===== src/rtl/ex_muldiv_unit_if.sv =====
// Pipeline-side bundle for the EX-stage multiply/divide unit: request,
// operands, stall/busy/done status and HI/LO results.
interface ex_muldiv_unit_if #(
    parameter int XLEN = 32
);
    logic            start;
    logic [1:0]      op;
    logic [XLEN-1:0] src_a;
    logic [XLEN-1:0] src_b;
    logic            stall;
    logic            busy;
    logic            done;
    logic [XLEN-1:0] hi_out;
    logic [XLEN-1:0] lo_out;

    modport master (
        output start, op, src_a, src_b,
        input  stall, busy, done, hi_out, lo_out
    );

    modport slave (
        input  start, op, src_a, src_b,
        output stall, busy, done, hi_out, lo_out
    );
endinterface


===== src/rtl/ex_muldiv_unit.sv =====
// Iterative 32-bit MULT/MULTU/DIV/DIVU engine producing HI/LO for the MIPS EX stage.
// Define MULDIV_FASTMUL_EN to compute multiplies combinationally in the accept cycle.
module ex_muldiv_unit #(
    parameter int XLEN = 32
) (
    input logic             clk,
    input logic             CLR,
    ex_muldiv_unit_if.slave mdu
);

    typedef enum logic [1:0] {IDLE, RUN, DONE} state_t;

    localparam logic [5:0] ITERS = 6'd32;

    state_t            state;
    state_t            state_nx;
    logic              stall;
    logic [1:0]        op_q;
    logic              neg_q;
    logic              neg_r;
    logic [XLEN-1:0]   mag_a;
    logic [XLEN-1:0]   mag_b;
    logic [2*XLEN-1:0] acc;
    logic [XLEN-1:0]   rem;
    logic [5:0]        cnt;
    logic              busy_q;
    logic              done_q;
    logic [XLEN-1:0]   hi_q;
    logic [XLEN-1:0]   lo_q;

    logic              is_div;
    logic              is_signed;
    logic              div_zero;
    logic [XLEN:0]     mul_sum;
    logic [2*XLEN-1:0] mul_nx;
    logic [XLEN:0]     div_shift;
    logic [XLEN:0]     div_diff;
    logic [XLEN-1:0]   rem_nx;
    logic [XLEN-1:0]   quo_nx;
    logic [2*XLEN-1:0] prod_fix;

    function automatic logic [XLEN-1:0] magnitude(input logic signed [XLEN-1:0] v,
                                                   input logic use_sign);
        logic [XLEN-1:0] r;
        r = (use_sign && v[XLEN-1]) ? $unsigned(-v) : $unsigned(v);
        return r;
    endfunction

    function automatic logic [XLEN-1:0] neg_word(input logic [XLEN-1:0] v, input logic neg);
        return neg ? (~v + 1'b1) : v;
    endfunction

    function automatic logic [2*XLEN-1:0] neg_dword(input logic [2*XLEN-1:0] v, input logic neg);
        return neg ? (~v + 1'b1) : v;
    endfunction

    assign is_div    = mdu.op[1];
    assign is_signed = ~mdu.op[0];
    assign div_zero  = is_div && (mdu.src_b == '0);

    // One shift-add multiply step and one restoring divide step per cycle.
    always_comb begin
        mul_sum   = {1'b0, acc[2*XLEN-1:XLEN]} + (acc[0] ? {1'b0, mag_a} : '0);
        mul_nx    = {mul_sum, acc[XLEN-1:1]};
        div_shift = {rem, acc[XLEN-1]};
        div_diff  = div_shift - {1'b0, mag_b};
        if (!div_diff[XLEN]) begin
            rem_nx = div_diff[XLEN-1:0];
            quo_nx = {acc[XLEN-2:0], 1'b1};
        end else begin
            rem_nx = div_shift[XLEN-1:0];
            quo_nx = {acc[XLEN-2:0], 1'b0};
        end
        prod_fix = neg_dword(mul_nx, neg_q);
    end

`ifdef MULDIV_FASTMUL_EN
    logic [2*XLEN-1:0] ext_a;
    logic [2*XLEN-1:0] ext_b;
    logic [2*XLEN-1:0] fast_prod;

    // Low 64 bits of a 64x64 product of extended operands equal the signed or unsigned result.
    always_comb begin
        ext_a     = {{XLEN{is_signed & mdu.src_a[XLEN-1]}}, mdu.src_a};
        ext_b     = {{XLEN{is_signed & mdu.src_b[XLEN-1]}}, mdu.src_b};
        fast_prod = ext_a * ext_b;
    end
`endif

    always_ff @(posedge clk) begin
        if (CLR) state <= IDLE;
        else     state <= state_nx;
    end

    always_comb begin
        state_nx = state;
        stall    = 1'b0;
        unique case (state)
            IDLE: begin
                if (mdu.start) begin
                    stall = 1'b1;
`ifdef MULDIV_FASTMUL_EN
                    state_nx = (div_zero || !is_div) ? DONE : RUN;
`else
                    state_nx = div_zero ? DONE : RUN;
`endif
                end
            end
            RUN: begin
                stall = 1'b1;
                if (cnt == 6'd1) state_nx = DONE;
            end
            DONE:    state_nx = IDLE;
            default: state_nx = IDLE;
        endcase
    end

    always_ff @(posedge clk) begin
        if (CLR) begin
            op_q   <= '0;
            neg_q  <= 1'b0;
            neg_r  <= 1'b0;
            mag_a  <= '0;
            mag_b  <= '0;
            acc    <= '0;
            rem    <= '0;
            cnt    <= '0;
            busy_q <= 1'b0;
            done_q <= 1'b0;
            hi_q   <= '0;
            lo_q   <= '0;
        end else begin
            done_q <= 1'b0;
            unique case (state)
                IDLE: begin
                    if (mdu.start) begin
                        op_q   <= mdu.op;
                        neg_q  <= is_signed & (mdu.src_a[XLEN-1] ^ mdu.src_b[XLEN-1]);
                        neg_r  <= is_signed & mdu.src_a[XLEN-1];
                        mag_a  <= magnitude(mdu.src_a, is_signed);
                        mag_b  <= magnitude(mdu.src_b, is_signed);
                        acc    <= {{XLEN{1'b0}}, is_div ? magnitude(mdu.src_a, is_signed)
                                                       : magnitude(mdu.src_b, is_signed)};
                        rem    <= '0;
                        cnt    <= ITERS;
                        busy_q <= (state_nx == RUN);
                        if (div_zero) begin
                            done_q <= 1'b1;
                            hi_q   <= mdu.src_a;
                            lo_q   <= '1;
                        end
`ifdef MULDIV_FASTMUL_EN
                        else if (!is_div) begin
                            done_q <= 1'b1;
                            hi_q   <= fast_prod[2*XLEN-1:XLEN];
                            lo_q   <= fast_prod[XLEN-1:0];
                        end
`endif
                    end
                end
                RUN: begin
                    cnt <= cnt - 6'd1;
                    acc <= op_q[1] ? {{XLEN{1'b0}}, quo_nx} : mul_nx;
                    rem <= rem_nx;
                    if (cnt == 6'd1) begin
                        busy_q <= 1'b0;
                        done_q <= 1'b1;
                        if (op_q[1]) begin
                            hi_q <= neg_word(rem_nx, neg_r);
                            lo_q <= neg_word(quo_nx, neg_q);
                        end else begin
                            hi_q <= prod_fix[2*XLEN-1:XLEN];
                            lo_q <= prod_fix[XLEN-1:0];
                        end
                    end
                end
                default: ;
            endcase
        end
    end

    assign mdu.stall  = stall;
    assign mdu.busy   = busy_q;
    assign mdu.done   = done_q;
    assign mdu.hi_out = hi_q;
    assign mdu.lo_out = lo_q;

endmodule


===== src/flat_wrapper.sv =====
// flat-port wrapper written by rule: the top's interface ports become plain ports
module ex_muldiv_unit_flat 
#(
    parameter int XLEN = 32
)
  (clk, CLR, mdu_start, mdu_op, mdu_src_a, mdu_src_b, mdu_stall, mdu_busy, mdu_done, mdu_hi_out, mdu_lo_out);
  ex_muldiv_unit_if #(.XLEN(XLEN)) mdu_i ();
  input logic clk;
  input logic CLR;
  input wire logic [$bits(mdu_i.start)-1:0] mdu_start;
  input wire logic [$bits(mdu_i.op)-1:0] mdu_op;
  input wire logic [$bits(mdu_i.src_a)-1:0] mdu_src_a;
  input wire logic [$bits(mdu_i.src_b)-1:0] mdu_src_b;
  output wire logic [$bits(mdu_i.stall)-1:0] mdu_stall;
  output wire logic [$bits(mdu_i.busy)-1:0] mdu_busy;
  output wire logic [$bits(mdu_i.done)-1:0] mdu_done;
  output wire logic [$bits(mdu_i.hi_out)-1:0] mdu_hi_out;
  output wire logic [$bits(mdu_i.lo_out)-1:0] mdu_lo_out;
  assign mdu_i.start = mdu_start;
  assign mdu_i.op = mdu_op;
  assign mdu_i.src_a = mdu_src_a;
  assign mdu_i.src_b = mdu_src_b;
  assign mdu_stall = mdu_i.stall;
  assign mdu_busy = mdu_i.busy;
  assign mdu_done = mdu_i.done;
  assign mdu_hi_out = mdu_i.hi_out;
  assign mdu_lo_out = mdu_i.lo_out;
  ex_muldiv_unit #(.XLEN(XLEN)) u_core (.clk(clk), .CLR(CLR), .mdu(mdu_i));
endmodule

===== config.mk =====
export PLATFORM = sky130hd
export DESIGN_NAME = ex_muldiv_unit_flat
export DESIGN_NICKNAME = d
export VERILOG_FILES = /design/src/rtl/ex_muldiv_unit_if.sv /design/src/rtl/ex_muldiv_unit.sv /design/src/flat_wrapper.sv
export SDC_FILE = /design/constraint.sdc
export NUM_CORES = 1
export LEC_CHECK = 0
export CORE_AREA = 2 2 244 246
export DETAILED_ROUTE_END_ITERATION = 12
export DIE_AREA = 0 0 246 248
export GPL_TIMING_DRIVEN = 0
export PLACE_DENSITY = 0.47
export SLEW_MARGIN = 0
export SYNTH_ARGS = -nofsm -noshare
export SYNTH_HDL_FRONTEND = slang
export SYNTH_SLANG_ARGS = --single-unit

===== constraint.sdc =====
create_clock -name clk -period 6.3 [get_ports clk]
set_input_delay 0.945 -clock clk [delete_from_list [all_inputs] [get_ports clk]]
set_output_delay 0.945 -clock clk [all_outputs]
set_load 0.05 [all_outputs]

* Word level (Yosys, flattened, before mapping)
Index checks and enable logic that the tools add are counted.
Operators by class: $add $sub $neg 8, multiply operators 0, divide/modulo/power cells 0, $lt $le $gt $ge 0, equality and inequality tests 6, shift-type cells 0, muxes and demuxes 39, bitwise logic cells 7, reduce and logical (&&, ||, !) cells 10
Operator list (number):
- 32-bit two-way mux | 16
- 64-bit two-way mux | 3
- 32-bit one-hot mux with 2 select lines | 3
- 64-bit one-hot mux with 2 select lines | 1
- 32-bit by 1-bit adder with 32-bit output (second input constant) | 2
- 64-bit by 1-bit adder with 64-bit output (second input constant) | 1
- 32-bit negator | 2
- 32-bit inverter | 2
- 64-bit inverter | 1
- 32-bit by 33-bit adder with 33-bit output | 1
- 33-bit by 32-bit subtractor with 33-bit output | 1
- 32-bit zero test | 1
- 6-bit one-hot mux with 2 select lines | 1
- 1-bit two-way mux | 7
- 6-bit by 1-bit == test with 1-bit output (second input constant) | 1
- 2-bit two-way mux | 3
- 6-bit two-way mux | 1
- 1-bit one-hot mux with 2 select lines | 3
- 6-bit by 1-bit subtractor with 6-bit output (second input constant) | 1
- 2-bit by 1-bit == test with 1-bit output (second input constant) | 2
- 2-bit by 1-bit inequality test with 1-bit output (second input constant) | 2
- 2-bit one-hot mux with 2 select lines | 1
- 2-bit AND reduction | 2
- 4-bit AND reduction | 1
- other kinds (8) | 11
Word-level totals: flip-flop bits (word level) 238, bits in latches 0, bits in writable memories 0, memory bits (read-only) 0, output and inout port bits 67, word-level logic and storage cells 83, memories kept 0

* Logic depth before layout (Yosys ltp)
Gate-level depths: netlist of run 1.
depth after elaboration 8, gate-level depth with buffers 25, gate-level depth less buffers 22

* Least setup slack after synthesis of run 1
Ideal clock, no wire load.
kind register to register, from reg u_core.acc[31], to reg u_core.hi_q[30], in the netlist u_core.mdu.hi_out[30], library setup time 86 ps, arrival 6205 ps, data required time 6214 ps, path slack 9 ps, cell stages (with the launch flop) 25, path buffers 3, period minus slack after synthesis 6291 ps, path through dfxtp_1 > inv_1 > ha_1 > fa_1 > nand2b_1 > a21oi_1 > o211ai_1 > a2111oi_1 > o211a_1 > nor2_1 > inv_1 > clkbuf_1 > clkbuf_1 > clkbuf_1 > nor2_1 > a21oi_1 > ha_1 > nand2_1 > or4_1 > o31ai_1 > o211ai_1 > o41ai_1 > xnor2_1 > nand2_1 > a211oi_1
Between the ends: longest elaborated chain between the ends 8
RTL lines:
- start, declared | line ex_muldiv_unit.sv:23 | logic [2*XLEN-1:0] acc;
- start signal, assigned | line ex_muldiv_unit.sv:142 | acc <= {{XLEN{1'b0}}, is_div ? magnitude(mdu.src_a, is_signed)
- start signal, assigned | line ex_muldiv_unit.sv:163 | acc <= op_q[1] ? {{XLEN{1'b0}}, quo_nx} : mul_nx;
- 33-bit by 32-bit subtractor with 33-bit output | line ex_muldiv_unit.sv:66 | div_diff = div_shift - {1'b0, mag_b};
- 32-bit two-way mux | line ex_muldiv_unit.sv:67 | if (!div_diff[XLEN]) begin
- 32-bit inverter | line ex_muldiv_unit.sv:50 | return neg ? (~v + 1'b1) : v;
- 32-bit by 1-bit adder with 32-bit output | line ex_muldiv_unit.sv:50
- 32-bit two-way mux | line ex_muldiv_unit.sv:50
- 32-bit two-way mux * | line ex_muldiv_unit.sv:168 | if (op_q[1]) begin
- 32-bit two-way mux * | line ex_muldiv_unit.sv:165 | if (cnt == 6'd1) begin
- 32-bit one-hot mux with 2 select lines * | line ex_muldiv_unit.sv:134 | unique case (state)
- end signal, assigned | line ex_muldiv_unit.sv:149 | hi_q <= mdu.src_a;
- end signal, assigned | line ex_muldiv_unit.sv:169 | hi_q <= neg_word(rem_nx, neg_r);
- end signal, assigned | line ex_muldiv_unit.sv:172 | hi_q <= prod_fix[2*XLEN-1:XLEN];
- end, declared | line ex_muldiv_unit.sv:28 | logic [XLEN-1:0] hi_q;
Mark *: on every way between the ends. The rest lies on a longest branch, timed or not. The select of a mux whose other input is x is not followed. A chain may end at the register's enable or synchronous reset.

* Worst setup path after layout of run 1
from reg u_core.acc[31], to reg u_core.hi_q[13], in the netlist u_core.mdu.hi_out[13]
Same word-level chain as after synthesis.

==> impl_metrics.json, run 1 <==
{
  "wirelength_um": 95900,
  "irDropWorstVdd_mv": 0.231,
  "yosys.area.top_type": "dfxtp_1",
  "vias": 21000,
  "p_leak_nw": 8.33,
  "setup_violations": 0,
  "utilization": 0.381,
  "cp_data_arrival_time_ps": 6640,
  "postSynthCellCount": 2561,
  "dp_slack_ps": -2500,
  "synth_edf_count": 0,
  "post-route-min-period_ps": 6210,
  "place_area_mm2": 0.0208,
  "run_status": "completed",
  "root_buffer": "clkbuf_16",
  "clkTransAtPathRegs_ps": 60,
  "start_kind": "flip-flop",
  "synth.cell_area_mm2": 0.0185,
  "track_usage": 0.305,
  "num_rows": 89,
  "rsz0062_at_grt": "false",
  "fmax_mhz": 161,
  "final_cell_area_mm2": 0.0223,
  "intPower_mw": 3.24,
  "fp.dieH_um": 248,
  "finalClockSkew_ps": 29.7,
  "gp_congestion": 1.01,
  "p_comb_frac": 0.287,
  "rrSetupSlack_ps": 90,
  "cts_hold_buf": 0,
  "clock-sinks": 237,
  "drc": 0,
  "hold_violations": 0,
  "antenna_found_initial": 3,
  "switchingPower_mw": 1.87,
  "layout_common_cells": "nor2_1 (358), dfxtp_1 (236), a21oi_1 (220)",
  "routed_via_density": 5.94,
  "core_area_mm2": 0.0585,
  "synth_top_area_frac": 0.256,
  "dieArea_mm2": 0.0610,
  "grt_max_degree": 17,
  "synth-async-reset-ratio": 0,
  "seq_power_share": 0.322,
  "crit_type": "reg -> reg",
  "whs_ps": 454,
  "power_mw": 5.10,
  "clk_path_buf_depth": 3,
  "clock_power_share": 0.391,
  "fin_crit_sh": 0.985,
  "clock_latency_ps": 610,
  "areaGrowthSynthToFinish_pct": 20.0,
  "ys_ff_latch": 237,
  "overflow": 0,
  "fillers": 6236,
  "grt_pass1_vias": 19700,
  "powerDensity_mw_per_mm2": 229,
  "final_common_cell": "nor2_1",
  "die_w_um": 246,
  "tightest_slew_ps": 1300,
  "drtIter0Drc": 2337,
  "yosysWarnings": 0,
  "syn-num-nets": 2703,
  "max-cap-violations": 0,
  "critical_path_buf_inv_count": 6,
  "slowest_stage": "buf_1",
  "grt_pass1_wl_um": 137000,
  "min_path_type": "reg -> reg",
  "dr.pass1.iters": 6,
  "drive_above_1_share": 0.0496,
  "layout_setup_ws_ps": 94.4,
  "slew_violations": 0,
  "endpoint_kind": "flip-flop",
  "switching_share": 0.366,
  "syn_area_per_cell_um2": 7.24,
  "cp_cell_sequence": "inv_2 -> ha_2 -> fa_1 -> nand2b_2 -> a21oi_4 -> o211ai_1 -> a2111oi_4 -> buf_4 -> o21bai_4 -> nor2_2 -> buf_4 -> clkbuf_1 -> clkbuf_1 -> buf_1 -> mux2i_1 -> xor2_1 -> a21oi_1 -> a211oi_1",
  "crit_required_ps": 6740,
  "port_buffers": 133,
  "relSlewSlack": 0.131,
  "slowest_delay_ps": 660,
  "routedWlPerCell_um": 27.1,
  "n_antenna_cell": 0,
  "synth_cell_type_count": 80,
  "worst-path-max-fanout": 10,
  "path_delay_family": "buffers and inverters",
  "ys_seq_area_frac": 0.256,
  "synth_flop_cell": "dfxtp_1",
  "initial_core_util": 0.317,
  "cts_tree": "yes",
  "synth.area.top_cells": "dfxtp_1 (26%), nor2_1 (7.3%), a21oi_1 (6.0%)",
  "final_antenna_net_count": 0,
  "htree_levels": 1,
  "nets": 2880,
  "hpwl_um": 76600,
  "io_pins": 136,
  "cts_made_buffers": 31
}
-- path summary, 6_finish.rpt --
| path | start | to | cells past startpoint |
|---|---|---|---|
| hold / removal | u_core.mdu.hi_out[5] | u_core.mdu.hi_out[5] | 2 |
| hold reg to reg | u_core.mdu.hi_out[5] | u_core.mdu.hi_out[5] | 2 |
| setup / recovery | u_core.acc[31] | u_core.mdu.hi_out[13] | 18 |
| setup reg to reg | u_core.acc[31] | u_core.mdu.hi_out[13] | 18 |
-- through the flow --
stage,cells,setup TNS (ps)
2_1_floorplan,2561,0
3_3_place_gp,3467,-51320
3_5_place_dp,3467,-49870
4_1_cts,3533,0
5_1_grt,3535,0
6_report,3535,0
-- area by class of cell --
class                           instances  area, um2  share of cell area
Tap cell                              773        967              0.0435
Clock buffer                           38        852              0.0383
Inverter                               75        282              0.0127
Timing Repair Buffer                  147       1430              0.0644
Clock inverter                         19        274              0.0123
Sequential cell                       237       4750               0.213
Multi-Input combinational cell       2057      12900               0.581
Buffer                                189        764              0.0344
-- kinds of logic after synthesis --
group / synth area share
buffers and inverters: 0.0551
XOR/XNOR: 0.0931
AO/OA/AOI/OAI: 0.285
adder cells (fa/ha/maj): 0.0501
multiplexers: 0.0289
flip-flops: 0.256
AND/OR/NAND/NOR: 0.232
-- cell usage after synthesis, types with 43 or more instances --
cell type	count
a211oi_1	142
a21oi_1	222
a22oi_1	43
and2_1	46
clkbuf_1	169
dfxtp_1	237
ha_1	71
inv_1	75
mux2i_1	49
nand2_1	214
nor2_1	359
nor3_1	86
o21ai_0	153
xnor2_1	117
xor2_1	80
-- what timing repair did --
item | 4_1_cts | 5_1_grt
resized for setup | 28 | 22
buffers inserted | 9 | 4
endpoints found under the setup margin | 64 | 14
pin swaps | 6 | 8
-- power by group through the flow --
stage / clock network (mW) / logic [mW] / registers (mW)
floorplan: 0 / 0.828 / 1.68
global placement: 0 / 1.40 / 1.67
detailed placement: 0 / 1.40 / 1.67
CTS: 2.00 / 1.42 / 1.64
global route: 2.07 / 1.55 / 1.65
finish: 2.00 / 1.46 / 1.64
-- registers in the layout (all words and copies together), names as in the netlist --
signal / cells
u_core.acc: 64
u_core.mag_a: 32
u_core.mag_b: 32
u_core.mdu.hi_out: 32
u_core.mdu.lo_out: 32
u_core.rem: 32
u_core.cnt: 6
u_core.state: 2
u_core.mdu.busy: 1
u_core.mdu.done: 1
u_core.neg_q: 1
u_core.neg_r: 1
u_core.op_q: 1
-- routing by layer --
metal | track usage | routed length, um | share of wire
met3 | 0.0330 | 7580 | 0.079
met5 | 0 | 25 | 0.00026
met2 | 0.471 | 41300 | 0.43
met4 | 0.107 | 3590 | 0.037
met1 | 0.438 | 43400 | 0.45
-- tightest hold or removal path, stage by stage (launching register included) --
cell and delay, ps:
dfxtp_1 310, nand2_1 50, a21oi_1 50
Note: power is estimated with default switching activity, not from simulation.
==> inputs of run 2 (changes only) <==
--- a/config.mk
+++ b/config.mk
@@ -8,7 +8,6 @@
 export CORE_AREA = 2 2 244 246
 export DETAILED_ROUTE_END_ITERATION = 12
 export DIE_AREA = 0 0 246 248
-export GPL_TIMING_DRIVEN = 0
 export PLACE_DENSITY = 0.47
 export SLEW_MARGIN = 0
 export SYNTH_ARGS = -nofsm -noshare
==> run 2 against run 1 <==
Compared with the run above: maximum frequency up 7.2%; cell count decreased by 4.6%; first-iteration DRC count fell by 26%; clock power decreased by 13%; global-route usage fell by 5.6 points; cell area decreased by 3.7%; die area unchanged; combinational power fell by 14%; wire length down 18%.
==> impl_metrics.json, run 2 (same netlist as run 1, synthesis figures left out) <==
{
  "drive_above_1_share": 0.0531,
  "clk_path_buf_depth": 3,
  "vias": 19700,
  "slowest_delay_ps": 580,
  "tightest_slew_ps": 1150,
  "path_delay_family": "compound AO/OA/AOI/OAI gates",
  "clkTransAtPathRegs_ps": 60,
  "largest_reg_flops": 64,
  "initial_core_util": 0.317,
  "routed_via_density": 5.83,
  "dr.pass1.iters": 6,
  "htree_levels": 1,
  "fmax_mhz": 173,
  "io_pins": 136,
  "grt_max_degree": 124,
  "p_leak_nw": 8.10,
  "cts_tree": "yes",
  "gp_congestion": 0.909,
  "core_area_mm2": 0.0585,
  "start_kind": "flip-flop",
  "hold_violations": 0,
  "crit_required_ps": 6800,
  "critical_path_buf_inv_count": 3,
  "whs_ps": 453,
  "fp.dieH_um": 248,
  "fillers": 6236,
  "final_common_cell": "nor2_1",
  "finalClockSkew_ps": 29.5,
  "tns_ps": 0,
  "overflow": 0,
  "crit_type": "reg -> reg",
  "cp_cell_sequence": "ha_1 -> a21oi_1 -> o21ai_0 -> a221oi_1 -> or3b_2 -> o21bai_1 -> nor2_4 -> inv_1 -> o21ai_0 -> inv_1 -> ha_1 -> nand2_1 -> or4_1 -> o31ai_1 -> buf_4 -> o211ai_1 -> o41ai_1 -> xnor2_1 -> nand2_1 -> a211oi_1",
  "num_rows": 89,
  "rsz0062_at_grt": "false",
  "worstHoldPathCells": 2,
  "clock_latency_ps": 620,
  "endpoint_kind": "flip-flop",
  "layout_common_cells": "nor2_1 (354), dfxtp_1 (235), a21oi_1 (222)",
  "dieArea_mm2": 0.0610,
  "grt_pass1_wl_um": 117000,
  "clock-sinks": 237,
  "cts_hold_buf": 0,
  "post-route-min-period_ps": 5790,
  "r2r_cells": 20,
  "slowest_stage": "a221oi_1",
  "irDropWorstVdd_mv": 0.189,
  "cts-resized-gates": 0,
  "grt_pass1_vias": 18400,
  "n_antenna_cell": 0,
  "max-cap-violations": 0,
  "routedWlPerCell_um": 23.2,
  "top_register": "u_core.acc",
  "antenna_found_initial": 2,
  "relSlewSlack": 0.236,
  "drc": 0,
  "run_status": "completed",
  "die_w_um": 246,
  "final_antenna_net_count": 0,
  "cts_setup_buffers": 0,
  "port_buffers": 135,
  "nets": 2715,
  "track_usage": 0.249,
  "root_buffer": "clkbuf_16",
  "min_path_type": "reg -> reg",
  "slew_violations": 0,
  "cp_num_cells": 20,
  "fin_crit_sh": 0.919,
  "powerDensity_mw_per_mm2": 219,
  "utilization": 0.367,
  "wirelength_um": 78300,
  "areaGrowthSynthToFinish_pct": 15.6,
  "hpwl_um": 58100,
  "setup_violations": 0,
  "cts_made_buffers": 31,
  "cp_data_arrival_time_ps": 6280,
  "worst-path-max-fanout": 11,
  "drtIter0Drc": 1737
}
-- run 2: path summary, 6_finish.rpt --
path	from	end	slack, ps
setup / recovery	u_core.rem[26]	u_core.mdu.hi_out[30]	510
hold / removal	u_core.mag_a[31]	u_core.mag_a[31]	450
hold reg to reg	u_core.mag_a[31]	u_core.mag_a[31]	450
setup reg to reg	u_core.rem[26]	u_core.mdu.hi_out[30]	510
-- run 2: per-layer routing --
metal,track usage,vias up,share of wire
li1,-,9305,-
met1,0.347,9496,0.45
met2,0.387,731,0.44
met3,0.0412,123,0.074
met4,0.0852,2,0.036
met5,0,-,0.000089
-- run 2: tightest hold or removal path: stages (launching register included) --
cell     delay, ps
dfxtp_1        310
nand2_1         50
a21oi_1         50
-- run 2: cell type report --
type / instances / area, um2 / area share
Multi-Input combinational cell: 2057 / 12800 / 0.599
Inverter: 75 / 282 / 0.0131
Timing Repair Buffer: 171 / 1640 / 0.0763
Clock inverter: 14 / 87.6 / 0.00409
Tap cell: 773 / 967 / 0.0451
Sequential cell: 237 / 4750 / 0.222
Clock buffer: 44 / 885 / 0.0413
-- run 2: per-stage QoR --
step                setup slack (ps)  cells  total power [mW]  instance area (um2)
global placement                 799   3313              2.95                20500
CTS                              587   3371              4.72                21400
detailed placement               637   3313              2.96                20500
floorplan                       9.23   2561              2.51                18500
finish                           513   3371              4.70                21400
global route                    64.2   3371              4.91                21400
-- run 2: power breakdown --
group	switching [mW]	internal, mW
registers	0.109	1.58
clock network	0.773	0.976
logic	0.832	0.424
total	1.71	2.98
